`src/rtl/axi_aw_w_rr_arbiter.sv`:
```
// Round-robin AW/W arbiter sharing one slave write port among up to four masters.
// The grant index is prefixed onto the slave AWID; B responses are steered back by that prefix.
module axi_aw_w_rr_arbiter #(
  parameter int NUM_MASTERS = 4,
  parameter int ID_WIDTH    = 4,
  parameter int ADDR_WIDTH  = 32,
  parameter int DATA_WIDTH  = 32,
  parameter int ATTR_WIDTH  = 17
) (
  input  logic                              ACLK,
  input  logic                              ARESETn,
  input  logic [NUM_MASTERS-1:0]            m_awvalid,
  output logic [NUM_MASTERS-1:0]            m_awready,
  input  logic [NUM_MASTERS*ID_WIDTH-1:0]   m_awid,
  input  logic [NUM_MASTERS*ADDR_WIDTH-1:0] m_awaddr,
  input  logic [NUM_MASTERS*4-1:0]          m_awlen,
  input  logic [NUM_MASTERS*3-1:0]          m_awsize,
  input  logic [NUM_MASTERS*2-1:0]          m_awburst,
  input  logic [NUM_MASTERS*ATTR_WIDTH-1:0] m_awattr,
  input  logic [NUM_MASTERS-1:0]            m_wvalid,
  output logic [NUM_MASTERS-1:0]            m_wready,
  input  logic [NUM_MASTERS*DATA_WIDTH-1:0] m_wdata,
  input  logic [NUM_MASTERS*DATA_WIDTH/8-1:0] m_wstrb,
  input  logic [NUM_MASTERS-1:0]            m_wlast,
  output logic [NUM_MASTERS-1:0]            m_bvalid,
  input  logic [NUM_MASTERS-1:0]            m_bready,
  output logic [ID_WIDTH-1:0]               m_bid,
  output logic [1:0]                        m_bresp,
  output logic                              s_awvalid,
  input  logic                              s_awready,
  output logic [ID_WIDTH+1:0]               s_awid,
  output logic [ADDR_WIDTH-1:0]             s_awaddr,
  output logic [3:0]                        s_awlen,
  output logic [2:0]                        s_awsize,
  output logic [1:0]                        s_awburst,
  output logic [ATTR_WIDTH-1:0]             s_awattr,
  output logic                              s_wvalid,
  input  logic                              s_wready,
  output logic [DATA_WIDTH-1:0]             s_wdata,
  output logic [DATA_WIDTH/8-1:0]           s_wstrb,
  output logic                              s_wlast,
  input  logic                              s_bvalid,
  input  logic [ID_WIDTH+1:0]               s_bid,
  input  logic [1:0]                        s_bresp,
  output logic                              s_bready,
  output logic [1:0]                        grant_idx,
  output logic                              busy
);
  localparam int STRB_WIDTH = DATA_WIDTH / 8;

  typedef enum logic [1:0] {IDLE = 2'd0, ADDR = 2'd1, DATA = 2'd2} state_e;

  state_e state_q, state_d;
  logic [1:0] grant_q, grant_d;
  logic [1:0] last_q, last_d;
  logic [1:0] pick_s;
  logic [1:0] cand_s;
  logic       found_s;
  logic [NUM_MASTERS-1:0] grant_oh_s;
  logic       sel_wvalid_s;
  logic [ID_WIDTH-1:0] sel_awid_s;
  logic [1:0] bk_s;

  always_ff @(posedge ACLK or negedge ARESETn) begin
    if (!ARESETn) begin
      state_q <= IDLE;
      grant_q <= 2'd0;
      last_q  <= 2'(NUM_MASTERS - 1);
    end else begin
      state_q <= state_d;
      grant_q <= grant_d;
      last_q  <= last_d;
    end
  end

  // Rotating priority search starting one past the last winner.
  always_comb begin
    found_s = 1'b0;
    pick_s  = last_q;
    cand_s  = 2'd0;
    for (int i = 1; i <= NUM_MASTERS; i++) begin
      cand_s = 2'((int'(last_q) + i) % NUM_MASTERS);
      for (int j = 0; j < NUM_MASTERS; j++) begin
        if (!found_s && (cand_s == 2'(j)) && m_awvalid[j]) begin
          found_s = 1'b1;
          pick_s  = cand_s;
        end else begin
          found_s = found_s;
        end
      end
    end
  end

  always_comb begin
    grant_oh_s   = '0;
    sel_awid_s   = '0;
    s_awaddr     = '0;
    s_awlen      = 4'd0;
    s_awsize     = 3'd0;
    s_awburst    = 2'd0;
    s_awattr     = '0;
    sel_wvalid_s = 1'b0;
    s_wdata      = '0;
    s_wstrb      = '0;
    s_wlast      = 1'b0;
    for (int i = 0; i < NUM_MASTERS; i++) begin
      if (grant_q == 2'(i)) begin
        grant_oh_s[i] = 1'b1;
        sel_awid_s    = m_awid[i*ID_WIDTH +: ID_WIDTH];
        s_awaddr      = m_awaddr[i*ADDR_WIDTH +: ADDR_WIDTH];
        s_awlen       = m_awlen[i*4 +: 4];
        s_awsize      = m_awsize[i*3 +: 3];
        s_awburst     = m_awburst[i*2 +: 2];
        s_awattr      = m_awattr[i*ATTR_WIDTH +: ATTR_WIDTH];
        sel_wvalid_s  = m_wvalid[i];
        s_wdata       = m_wdata[i*DATA_WIDTH +: DATA_WIDTH];
        s_wstrb       = m_wstrb[i*STRB_WIDTH +: STRB_WIDTH];
        s_wlast       = m_wlast[i];
      end else begin
        grant_oh_s[i] = 1'b0;
      end
    end
  end

  assign s_awid    = {grant_q, sel_awid_s};
  assign grant_idx = grant_q;
  assign busy      = (state_q != IDLE);

  always_comb begin
    state_d   = state_q;
    grant_d   = grant_q;
    last_d    = last_q;
    s_awvalid = 1'b0;
    s_wvalid  = 1'b0;
    m_awready = '0;
    m_wready  = '0;
    case (state_q)
      IDLE: begin
        if (found_s) begin
          grant_d = pick_s;
          last_d  = pick_s;
          state_d = ADDR;
        end else begin
          state_d = IDLE;
        end
      end
      ADDR: begin
        s_awvalid = 1'b1;
        m_awready = grant_oh_s & {NUM_MASTERS{s_awready}};
        if (s_awready) begin
          state_d = DATA;
        end else begin
          state_d = ADDR;
        end
      end
      DATA: begin
        s_wvalid = sel_wvalid_s;
        m_wready = grant_oh_s & {NUM_MASTERS{s_wready}};
        if (sel_wvalid_s && s_wready && s_wlast) begin
          state_d = IDLE;
        end else begin
          state_d = DATA;
        end
      end
      default: state_d = IDLE;
    endcase
  end

  // Responses whose prefix names no existing master are accepted and dropped.
  always_comb begin
    bk_s     = s_bid[ID_WIDTH+1:ID_WIDTH];
    m_bvalid = '0;
    s_bready = 1'b1;
    m_bid    = s_bid[ID_WIDTH-1:0];
    m_bresp  = s_bresp;
    for (int i = 0; i < NUM_MASTERS; i++) begin
      if (bk_s == 2'(i)) begin
        m_bvalid[i] = s_bvalid;
        s_bready    = m_bready[i];
      end else begin
        m_bvalid[i] = 1'b0;
      end
    end
  end

endmodule

```
`config.mk`:
```
export PLATFORM = sky130hd
export DESIGN_NAME = axi_aw_w_rr_arbiter
export DESIGN_NICKNAME = d
export VERILOG_FILES = /design/src/rtl/axi_aw_w_rr_arbiter.sv
export SDC_FILE = /design/constraint.sdc
export NUM_CORES = 1
export LEC_CHECK = 0
export BUFFER_PORTS_ARGS = -buffer_cell sky130_fd_sc_hd__clkbuf_2
export CORE_AREA = 3 3 210 212
export CTS_CLUSTER_SIZE = 16
export DETAILED_ROUTE_END_ITERATION = 12
export DIE_AREA = 0 0 213 215
export SLEW_MARGIN = 25
export SYNTH_ARGS = -nofsm -noshare
export SYNTH_HDL_FRONTEND = slang
export SYNTH_SLANG_ARGS = --single-unit
```
`constraint.sdc`:
```
create_clock -name ACLK -period 2.4 [get_ports ACLK]
set_input_delay 0.24 -clock ACLK [delete_from_list [all_inputs] [get_ports ACLK]]
set_output_delay 0.24 -clock ACLK [all_outputs]
set_load 0.01 [all_outputs]
```
After elaboration in Yosys (flattened, before gate mapping)

Cells that the tools add are included.

Bitwise gates (word level): 2
Muxes and demuxes: 92
Add/sub/neg operators: 4
Equal/unequal tests: 20
Reductions and logical operators: 57

Operators with widths:

| cell                  | count |
|---|---|
| $mux W32              | 8 |
| $mux W17              | 4 |
| $mux W4               | 14 |
| $mux W2               | 22 |
| $mux W1               | 39 |
| $logic_and A1 B1 Y1   | 33 |
| $eq A2 B2 Y1 const B  | 13 |
| $logic_not A1 Y1      | 15 |
| $eq A2 B1 Y1 const B  | 7 |
| $logic_not A2 Y1      | 7 |
| $mux W3               | 4 |
| $and A4 B4 Y4         | 2 |
| $pmux W2 S3           | 1 |
| $add A2 B1 Y2 const B | 2 |
| $add A2 B2 Y2 const B | 2 |
| $reduce_and A2 Y1     | 1 |
| $reduce_bool A2 Y1    | 1 |

Output and inout port bits: 125
Bits of input ports: 421
Bits in registers: 6
Logic and storage cells: 178

Longest topological paths before layout

Gate-level depths: netlist of run 1.

Depth after elaboration: 66
Depth in mapped cells: 7
Depth with buffers taken out: 7

Least setup slack after synthesis of run 1

OpenSTA, ideal clock, no wires.

Path type: reg-to-reg
Start point: register last_q[1]
End point: register grant_q[1] (netlist: grant_idx[1])
Setup time: 0.125 ns
Stages on the path, launching flop included: 7
Buffers on the path: 0
Arrival time: 2.048 ns
Setup slack: 0.227 ns
Period minus slack after synthesis: 2.173 ns
Required time: 2.275 ns
Cells stage by stage: dfstp_2 > inv_1 > ha_1 > a222oi_1 > nand3_2 > o31ai_4 > mux2_2

Word-level cells in the longest chain between the ends: 65
Elaborated cells between the ends (all ways): 99
Classes of those cells: add/sub (4); eq/ne (12); mux (32); reduce/logical (51)

RTL lines:

| what                              | line | source |
|---|---|---|
| start: declaration                | 55   | `logic [1:0] last_q, last_d;` |
| start signal: assignment          | 68   | `last_q <= 2'(NUM_MASTERS - 1);` |
| start signal: assignment          | 72   | `last_q <= last_d;` |
| $add A2 B1 Y2                     | 82   | `cand_s = 2'((int'(last_q) + i) % NUM_MASTERS);` |
| $logic_not A2 Y1                  | 84   | `if (!found_s && (cand_s == 2'(j)) && m_awvalid[j]) begin` |
| $logic_and A1 B1 Y1               | 84   |  |
| $mux W1                           | 84   |  |
| $logic_not A1 Y1                  | 84   |  |
| $logic_and A1 B1 Y1 (2 in series) | 84   |  |
| $mux W1                           | 84   |  |
| $logic_not A1 Y1                  | 84   |  |
| (+46 left out)                    | n/a  |  |
| $mux W1                           | 84   |  |
| $logic_not A1 Y1                  | 84   |  |
| $logic_and A1 B1 Y1 (2 in series) | 84   |  |
| $mux W1                           | 84   |  |
| $logic_not A1 Y1                  | 84   |  |
| $logic_and A1 B1 Y1 (2 in series) | 84   |  |
| $mux W1                           | 84   |  |
| $reduce_and A2 Y1 (no line)       | n/a  |  |
| end signal: assignment            | 71   | `grant_q <= grant_d;` |
| end: declaration                  | 54   | `logic [1:0] grant_q, grant_d;` |

Parallel ways exist; a longest one is shown, timed or not.
A chain may end at the register's enable or synchronous reset.

Worst setup path after layout of run 1

Same ends and word-level chain as after synthesis.

==> results of run 1 <==
cell usage in the layout (no fill, tap or decap), types with 3 or more instances in the layout:
| master | instances |
|---|---|
| clkbuf_2 | 533 |
| o21ai_0 | 3 |
| ha_1 | 4 |
| nand2_1 | 10 |
| inv_1 | 4 |
| a22oi_1 | 5 |
| clkbuf_16 | 3 |
| nor2_1 | 11 |
| buf_12 | 5 |
| buf_4 | 11 |
| nand2b_1 | 3 |
| diode_2 | 4 |
| mux4_2 | 101 |
through the flow:
stage               setup slack [ps]  instance area (sq um)
floorplan                        227                   3030
global placement                 176                   6390
detailed placement              42.5                   6390
CTS                             29.9                   6480
global route                    18.1                   6490
finish                           113                   6500
cell usage after synthesis (2+ instances only):
| master | instances |
|---|---|
| a22oi_1 | 5 |
| buf_4 | 8 |
| xnor2_1 | 2 |
| nand2_1 | 10 |
| a21boi_0 | 2 |
| o21ai_0 | 3 |
| a21oi_1 | 2 |
| buf_2 | 12 |
| and3b_1 | 2 |
| nand3b_1 | 2 |
| dfstp_2 | 2 |
| nor2_1 | 11 |
| mux4_2 | 101 |
| nor3_1 | 2 |
| inv_1 | 4 |
| dfrtp_1 | 4 |
| ha_1 | 4 |
| clkbuf_1 | 11 |
| nand2b_1 | 3 |
timing repair:
item,in CTS,in global routing
gates resized for setup,0,0
hold buffers,1,0
endpoints found under the setup margin,0,5
setup buffers,0,1
endpoints found under the hold margin,4,0
metal layers:
layer,vias up,track usage,wire length [microns]
met5,-,0,43
met4,6,0.0246,734
met3,20,0.0280,2660
met2,336,0.186,12700
met1,2263,0.103,8560
li1,1984,-,-
sequential cells by signal, summed over array words and instances (netlist names):
| signal | cells |
|---|---|
| grant_idx | 2 |
| state_q | 2 |
| last_q | 2 |
power groups by stage:
stage | Sequential (uW) | Combinational (uW) | Clock [uW]
2_1_floorplan | 216 | 3490 | 0
4_1_cts | 361 | 5950 | 281
6_report | 357 | 5820 | 274
3_5_place_dp | 362 | 5920 | 0
5_1_grt | 379 | 6270 | 285
3_3_place_gp | 352 | 5860 | 0
path summary, 6_finish.rpt:
path | end
hold / removal | state_q[0]$_DFF_PN0_
setup reg to reg | grant_idx[1]$_DFFE_PN0P_
hold reg to reg | state_q[1]$_DFF_PN0_
min in group asynchronous | grant_idx[0]$_DFFE_PN0P_
max in group asynchronous | last_q[0]$_DFFE_PN1P_
setup / recovery | grant_idx[1]$_DFFE_PN0P_
worst max-delay path: stages (launching register included):
cell and delay [ps]:
dfstp_2 560, inv_1 80, ha_1 230, a222oi_1 330
buf_4 190, nand3_2 90, o31ai_4 300, mux2_2 370
final cells by class:
| class | instances | area (sq um) |
|---|---|---|
| fillers | 4722 | 35600 |
| repair buffers | 550 | 2860 |
| multi-input cells | 164 | 2700 |
| well taps | 539 | 674 |
| flip-flops and latches | 6 | 160 |
| clock buffers | 4 | 78.8 |
| inverters | 4 | 15.0 |
| diodes | 4 | 10.0 |
kinds of logic (layout without fill, tap and decap cells):
kind of cell	count (synthesis)	in the layout	share of synthesized area
flops	6	6	0.0504
xor+xnor	2	2	0.00578
compound gates	16	16	0.0409
fa+ha+maj	4	4	0.0165
simple gates	39	39	0.0677
buf+inv	36	558	0.0595
other cells	0	4	0
mux	103	103	0.759
==> results.cfg, run 1 <==
[die]
start_util = 0.0719
die_h_microns = 215
ioPinCount = 546
die_w_microns = 213
dieArea_sq_um = 45800
num_rows = 75
core_sq_um = 42100

[clock_tree]
clk_pin_slew_ps = 30
h-tree-depth = 1
clk_path_buf_depth = 2
cts_made_buffers = 3
tritoncts = built
cts_root_buf = clkbuf_16
cts.sinks = 6
clk-insertion-delay-late_ps = 230

[synthesis]
synthFlopType = dfrtp_1
seq_area_frac_synth = 0.0504
synthCells = 206
synth.yosys.warnings = 0
synth-async-reset-ratio = 1.00
synth_area_sq_um = 3030
synth_top_area_cell = mux4_2
ys_top_cells_by_area = mux4_2, dfrtp_1, buf_2, buf_4, dfstp_2
synth-edff-count = 0
ys_types = 35
synth.top_cell.area_share = 0.751
avgSynthCellArea_sq_um = 14.7
ys_ff_latch = 6
syn-num-nets = 631

[placement]
dp_hpwl_microns = 23000
dp_cells = 1261
port_buffers = 533
gp_congestion = 0.874

[setup_path]
rr_worst_depth = 7
r2r_slack_ps = 110
crit_path_start = last_q[1]$_DFFE_PN1P_
cp.arrival_ps = 2390
end_kind = flip-flop
worstPathRequired_ps = 2510
reg2reg_from = last_q[1]$_DFFE_PN1P_
cp-start-kind = flip-flop
path_class = flip-flop to flip-flop
crit_fanout = 5

[global_routing]
antenna_found_initial = 7
grt_pass1_vias = 4943
grt_usage = 0.0972
grt_first_pass_wirelength_microns = 32500
grt_max_degree = 45
grt_overflow = 0

[route]
vias_per_cell = 3.63
vias = 4609
wl_per_cell_microns = 19.4
drc_errors = 0
drtIter0Drc = 204
ant_nets = 0
firstDrtPassIters = 4
routed_wl_microns = 24700

[outcome]
status = completed

[hold_path]
hold_depth = 2
min-delay-start = s_awready
hp-class = input port to flip-flop

[timing]
fin_tns_setup_ps = 0
period_share = 0.953
tightest_slew_ps = 383
finalClockSkew_ps = 2.03
hold_violations = 0
fmax_mhz = 437
setup_violations = 0
fin_crit_ps = 2290
rsz0062_at_grt = false
finalMaxSlewViolations = 0
timing.hold.ws_ps = 255
slew_headroom = 0.745

[layout]
layout.cells.non_filler = 1271
finalNetCount = 1154
syn_to_final_growth_pct = 114
drive_above_1_share = 0.909
finish.utilization = 0.154

[pwr]
comb_power_share = 0.902
seq_power_share = 0.055
p_per_area_nw_per_um2 = 993
leakage_uw = 0.00324
total_power_uw = 6450
ir_drop_mv = 0.598
switchingPower_uw = 3210
pwr-share-clk = 0.043
power.internal_uw = 3240
sw_frac_of_total = 0.497

[flow_run]
maxCapViolations = 0
Power figures use the tool's default switching activity.
==> inputs of run 2 (changes only) <==
- CELL_PAD_IN_SITES_DETAIL_PLACEMENT: default -> 0
- CELL_PAD_IN_SITES_GLOBAL_PLACEMENT: default -> 2
- CORE_AREA: 3 3 210 212 -> 3 3 212 214
- DIE_AREA: 0 0 213 215 -> 0 0 215 217
- PLACE_DENSITY_LB_ADDON: default -> 0.1
==> run 2 against run 1 <==
Against the previous run: first-iteration DRC count is 6.9% lower; via count is 2.1% lower; combinational power is 5.8% lower; worst setup slack better by 44 ps; worst hold slack worse by 22 ps; sequential share of layout area hardly changed; count of clock-buffer cells in the layout stayed put; total power is 5.7% lower; clock skew hardly changed; clock power is 2% higher; critical path type unchanged; largest cell class unchanged.
==> results.cfg, run 2 (same netlist as run 1, synthesis figures left out) <==
[die]
die_h_microns = 217
num_rows = 76
start_util = 0.0703
core_sq_um = 43100
ioPinCount = 546
dieArea_sq_um = 46700
die_w_microns = 215

[setup_path]
r2r-end = grant_idx[1]$_DFFE_PN0P_
path_class = flip-flop to flip-flop
cp_num_cells = 7
r2r_slack_ps = 160
rr_worst_depth = 7
endpoint = grant_idx[1]$_DFFE_PN0P_
cp.arrival_ps = 2350
slowest_stage = dfstp_2
reg2reg_from = last_q[1]$_DFFE_PN1P_
crit_path_start = last_q[1]$_DFFE_PN1P_
cp-start-kind = flip-flop
crit_fanout = 5
critPathBufInv = 2
critPathMaxStageDelay_ps = 560
cp_top_family = compound AO/OA/AOI/OAI gates
end_kind = flip-flop
crit_chain = inv_1 > ha_1 > a222oi_1 > buf_4 > nand3_2 > o31ai_4 > mux2_2
worstPathRequired_ps = 2510

[hold_path]
hp-class = input port to flip-flop
hold_depth = 2

[placement]
port_buffers = 533
dp_cells = 1301
gp_congestion = 0.898
dp_hpwl_microns = 25400
placed_area_sq_um = 6400
post-place-ws_ps = 98.9

[route]
routedLengthMet1_microns = 8690
firstDrtPassIters = 4
ant_nets = 0
wl_met2_microns = 16400
drtIter0Drc = 190
vias_per_cell = 3.45
routed-wl-met3_microns = 2310
vias = 4511
top_layer = met5
routed_wl_microns = 27600
wl_per_cell_microns = 21.1
drc_errors = 0

[timing]
period_share = 0.935
fin_tns_setup_ps = 0
tightest_slew_ps = 422
finalMaxSlewViolations = 0
hold_violations = 0
fin_crit_ps = 2240
setup_violations = 0
slew_headroom = 0.716
finalClockSkew_ps = 1.65
rsz0062_at_grt = false
fmax_mhz = 446
worst_slack_ps = 157

[pwr]
switchingPower_uw = 2910
power.internal_uw = 3180
ir_drop_mv = 0.324
pwr-share-clk = 0.046
sw_frac_of_total = 0.478
seq_power_share = 0.054
p_per_area_nw_per_um2 = 936
leakage_uw = 0.00321
comb_power_share = 0.900

[global_routing]
grt_first_pass_wirelength_microns = 37900
grt_max_degree = 53
antenna_found_initial = 6
grt_pass1_vias = 4895
grt_usage = 0.110
grt_overflow = 0

[clock_tree]
clk-insertion-delay-late_ps = 230
cts_made_buffers = 3
cts.sinks = 6
clk_pin_slew_ps = 40
h-tree-depth = 1
tritoncts = built
clk_path_buf_depth = 2
cts_root_buf = clkbuf_16

[layout]
design_area_sq_um = 6500
layout_commonest_cell = clkbuf_2
finalNetCount = 1148
drive_above_1_share = 0.909
finish.utilization = 0.151
syn_to_final_growth_pct = 115
fillerInstances = 4951
layout.cells.non_filler = 1309
layout_common_cells = clkbuf_2, mux4_2, nor2_1

[flow_run]
maxCapViolations = 0

[outcome]
status = completed
[run 2: cell types whose count changed in the layout (fill, tap and decap cells not counted)]
cell and change:
buf_4 -6, diode_2 -2
[run 2: power groups by stage]
stage	combinational (uW)	clock (uW)	sequential, uW
CTS	5660	288	340
floorplan	3490	0	216
finish	5480	279	327
global route	5910	302	349
detailed placement	5630	0	341
global placement	5630	0	336
[run 2: final cells by class]
type / instances / area [sq um] / area share
Inverter: 4 / 15.0 / 0.00231
Clock buffer: 4 / 78.8 / 0.0121
Tap cell: 585 / 732 / 0.113
Antenna cell: 2 / 5.00 / 0.000770
Sequential cell: 6 / 160 / 0.0246
Multi-Input combinational cell: 164 / 2700 / 0.415
Timing Repair Buffer: 544 / 2820 / 0.433
[run 2: worst min-delay path by stage]
| stage | from | slack, ps | to |
|---|---|---|---|
| after floorplan | ARESETn | -60 | grant_idx[0]$_DFFE_PN0P_ |
| after global placement | ARESETn | 90 | state_q[1]$_DFF_PN0_ |
| after detailed placement | ARESETn | 90 | state_q[1]$_DFF_PN0_ |
| after CTS | s_awready | 230 | state_q[0]$_DFF_PN0_ |
| after global routing | s_awready | 250 | state_q[0]$_DFF_PN0_ |
| final | s_awready | 230 | state_q[0]$_DFF_PN0_ |
[run 2: metrics by stage]
step,hold WS (ps),power [uW]
floorplan,-55.6,3700
global placement,91.3,5970
detailed placement,90.8,5970
CTS,234,6290
global route,251,6570
finish,232,6090
[run 2: repair_timing]
action / in CTS / in global routing
gates resized for setup: 0 / 0
hold buffers: 1 / 0
hold endpoints to repair: 4 / 0
endpoints found under the setup margin: 0 / 4
setup buffers: 0 / 1
[run 2: per-layer routing]
layer  global-route usage  vias to the layer above
li1                     -                     1968
met1                0.108                     2269
met2                0.233                      246
met3               0.0346                       18
met4              0.00793                       10
met5                    0                        -
==> inputs of run 3 (changes only) <==
- CTS_BUF_LIST: default -> sky130_fd_sc_hd__clkbuf_4 sky130_fd_sc_hd__clkbuf_8
==> run 3 against run 2 <==
Against the previous run: first-iteration DRC count stayed put; via count about the same; critical endpoint unchanged; register-to-register slack barely moved; final area down 0.46%; clock power down 37%; flip-flop and latch count unchanged; worst hold slack better by 2.8 ps; sequential power about the same; total power fell by 1.7%; maximum frequency is essentially flat; non-clock buffer count stayed put; count of clock-buffer cells in the layout unchanged.
==> results.cfg, run 3 (same netlist as run 1, synthesis figures left out) <==
[timing]
rsz0062_at_grt = false
fin_crit_ps = 2240
slew_headroom = 0.715
fin_tns_setup_ps = 0
worst_slack_ps = 157
finalClockSkew_ps = 2.10
finalMaxSlewViolations = 0
fmax_mhz = 446
tightest_slew_ps = 423
timing.hold.ws_ps = 235
period_share = 0.935
setup_violations = 0
hold_violations = 0

[pwr]
ir_drop_mv = 0.281
p_per_area_nw_per_um2 = 924
leakage_uw = 0.00319

[global_routing]
antenna_found_initial = 6
grt_max_degree = 53
grt_pass1_vias = 4898
grt_usage = 0.110
grt_overflow = 0
grt_first_pass_wirelength_microns = 37800

[clock_tree]
cts_root_buf = clkbuf_8
clk_pin_slew_ps = 40
cts.sinks = 6
clk_path_buf_depth = 2
clk-insertion-delay-late_ps = 220
post_cts_resize_count = 0
h-tree-depth = 1
tritoncts = built
cts_made_buffers = 3

[layout]
syn_to_final_growth_pct = 114
design_area_sq_um = 6470
drive_above_1_share = 0.910
layout.cells.non_filler = 1309
layout_common_cells = clkbuf_2, mux4_2, nor2_1
layout_commonest_cell = clkbuf_2
finalNetCount = 1148

[setup_path]
worstPathRequired_ps = 2510
end_kind = flip-flop
cp-start-kind = flip-flop
rr_worst_depth = 7
crit_fanout = 5
cp.arrival_ps = 2350
path_class = flip-flop to flip-flop

[placement]
dp_cells = 1301
dp_hpwl_microns = 25400
placed_area_sq_um = 6400
gp_congestion = 0.898
post-place-ws_ps = 98.9
port_buffers = 533

[route]
routed_wl_microns = 27700
vias = 4509
drtIter0Drc = 190
firstDrtPassIters = 4
vias_per_cell = 3.44
ant_nets = 0
wl_per_cell_microns = 21.1
drc_errors = 0

[outcome]
status = completed

[die]
die_w_microns = 215
core_sq_um = 43100
dieArea_sq_um = 46700
die_h_microns = 217
num_rows = 76
start_util = 0.0703
ioPinCount = 546

[hold_path]
hp-class = input port to flip-flop
hold_depth = 2

[flow_run]
maxCapViolations = 0
run 3: path summary, 6_finish.rpt:
check                      slack [ps]                  endpoint             startpoint
setup reg to reg                  160  grant_idx[1]$_DFFE_PN0P_  last_q[1]$_DFFE_PN1P_
min in group asynchronous         390  grant_idx[0]$_DFFE_PN0P_                ARESETn
hold / removal                    240      state_q[0]$_DFF_PN0_              s_awready
setup / recovery                  160  grant_idx[1]$_DFFE_PN0P_  last_q[1]$_DFFE_PN1P_
hold reg to reg                   570      state_q[1]$_DFF_PN0_   state_q[1]$_DFF_PN0_
max in group asynchronous        1770     last_q[0]$_DFFE_PN1P_                ARESETn
run 3: per-layer routing:
| metal | wire [microns] | GRT usage |
|---|---|---|
| met1 | 8720 | 0.107 |
| met2 | 16400 | 0.233 |
| met3 | 2300 | 0.0346 |
| met4 | 155 | 0.00793 |
| met5 | 75 | 0 |
run 3: final cells by class:
cell class              count  area [sq um]
diodes                      2          5.00
flip-flops and latches      6           160
inverters                   4          15.0
fillers                  4955         36600
repair buffers            544          2820
multi-input cells         164          2700
well taps                 585           732
clock buffers               4          48.8
run 3: where the power goes:
group	switching (uW)	leakage (uW)	internal, uW
Clock	49.0	0.0000262	126
Sequential	144	0.0000678	182
Combinational	2710	0.00310	2770
Total	2900	0.00319	3080
run 3: stage by stage:
step,total power [uW],util
6_report,5980,0.150
5_1_grt,6460,0.150
4_1_cts,6180,0.150
3_5_place_dp,5970,0.149
3_3_place_gp,5970,0.149
2_1_floorplan,3700,-
run 3: critical path, cell delays in order (launching register included):
cell      delay, ps
dfstp_2         560
inv_1            80
ha_1            220
a222oi_1        320
buf_4           180
nand3_2          90
o31ai_4         300
mux2_2          370
run 3: what timing repair did:
action / 4_1_cts / 5_1_grt
endpoints found under the setup margin: 0 / 4
buffers inserted: 0 / 1
hold buffers: 1 / 0
hold endpoints to repair: 4 / 0
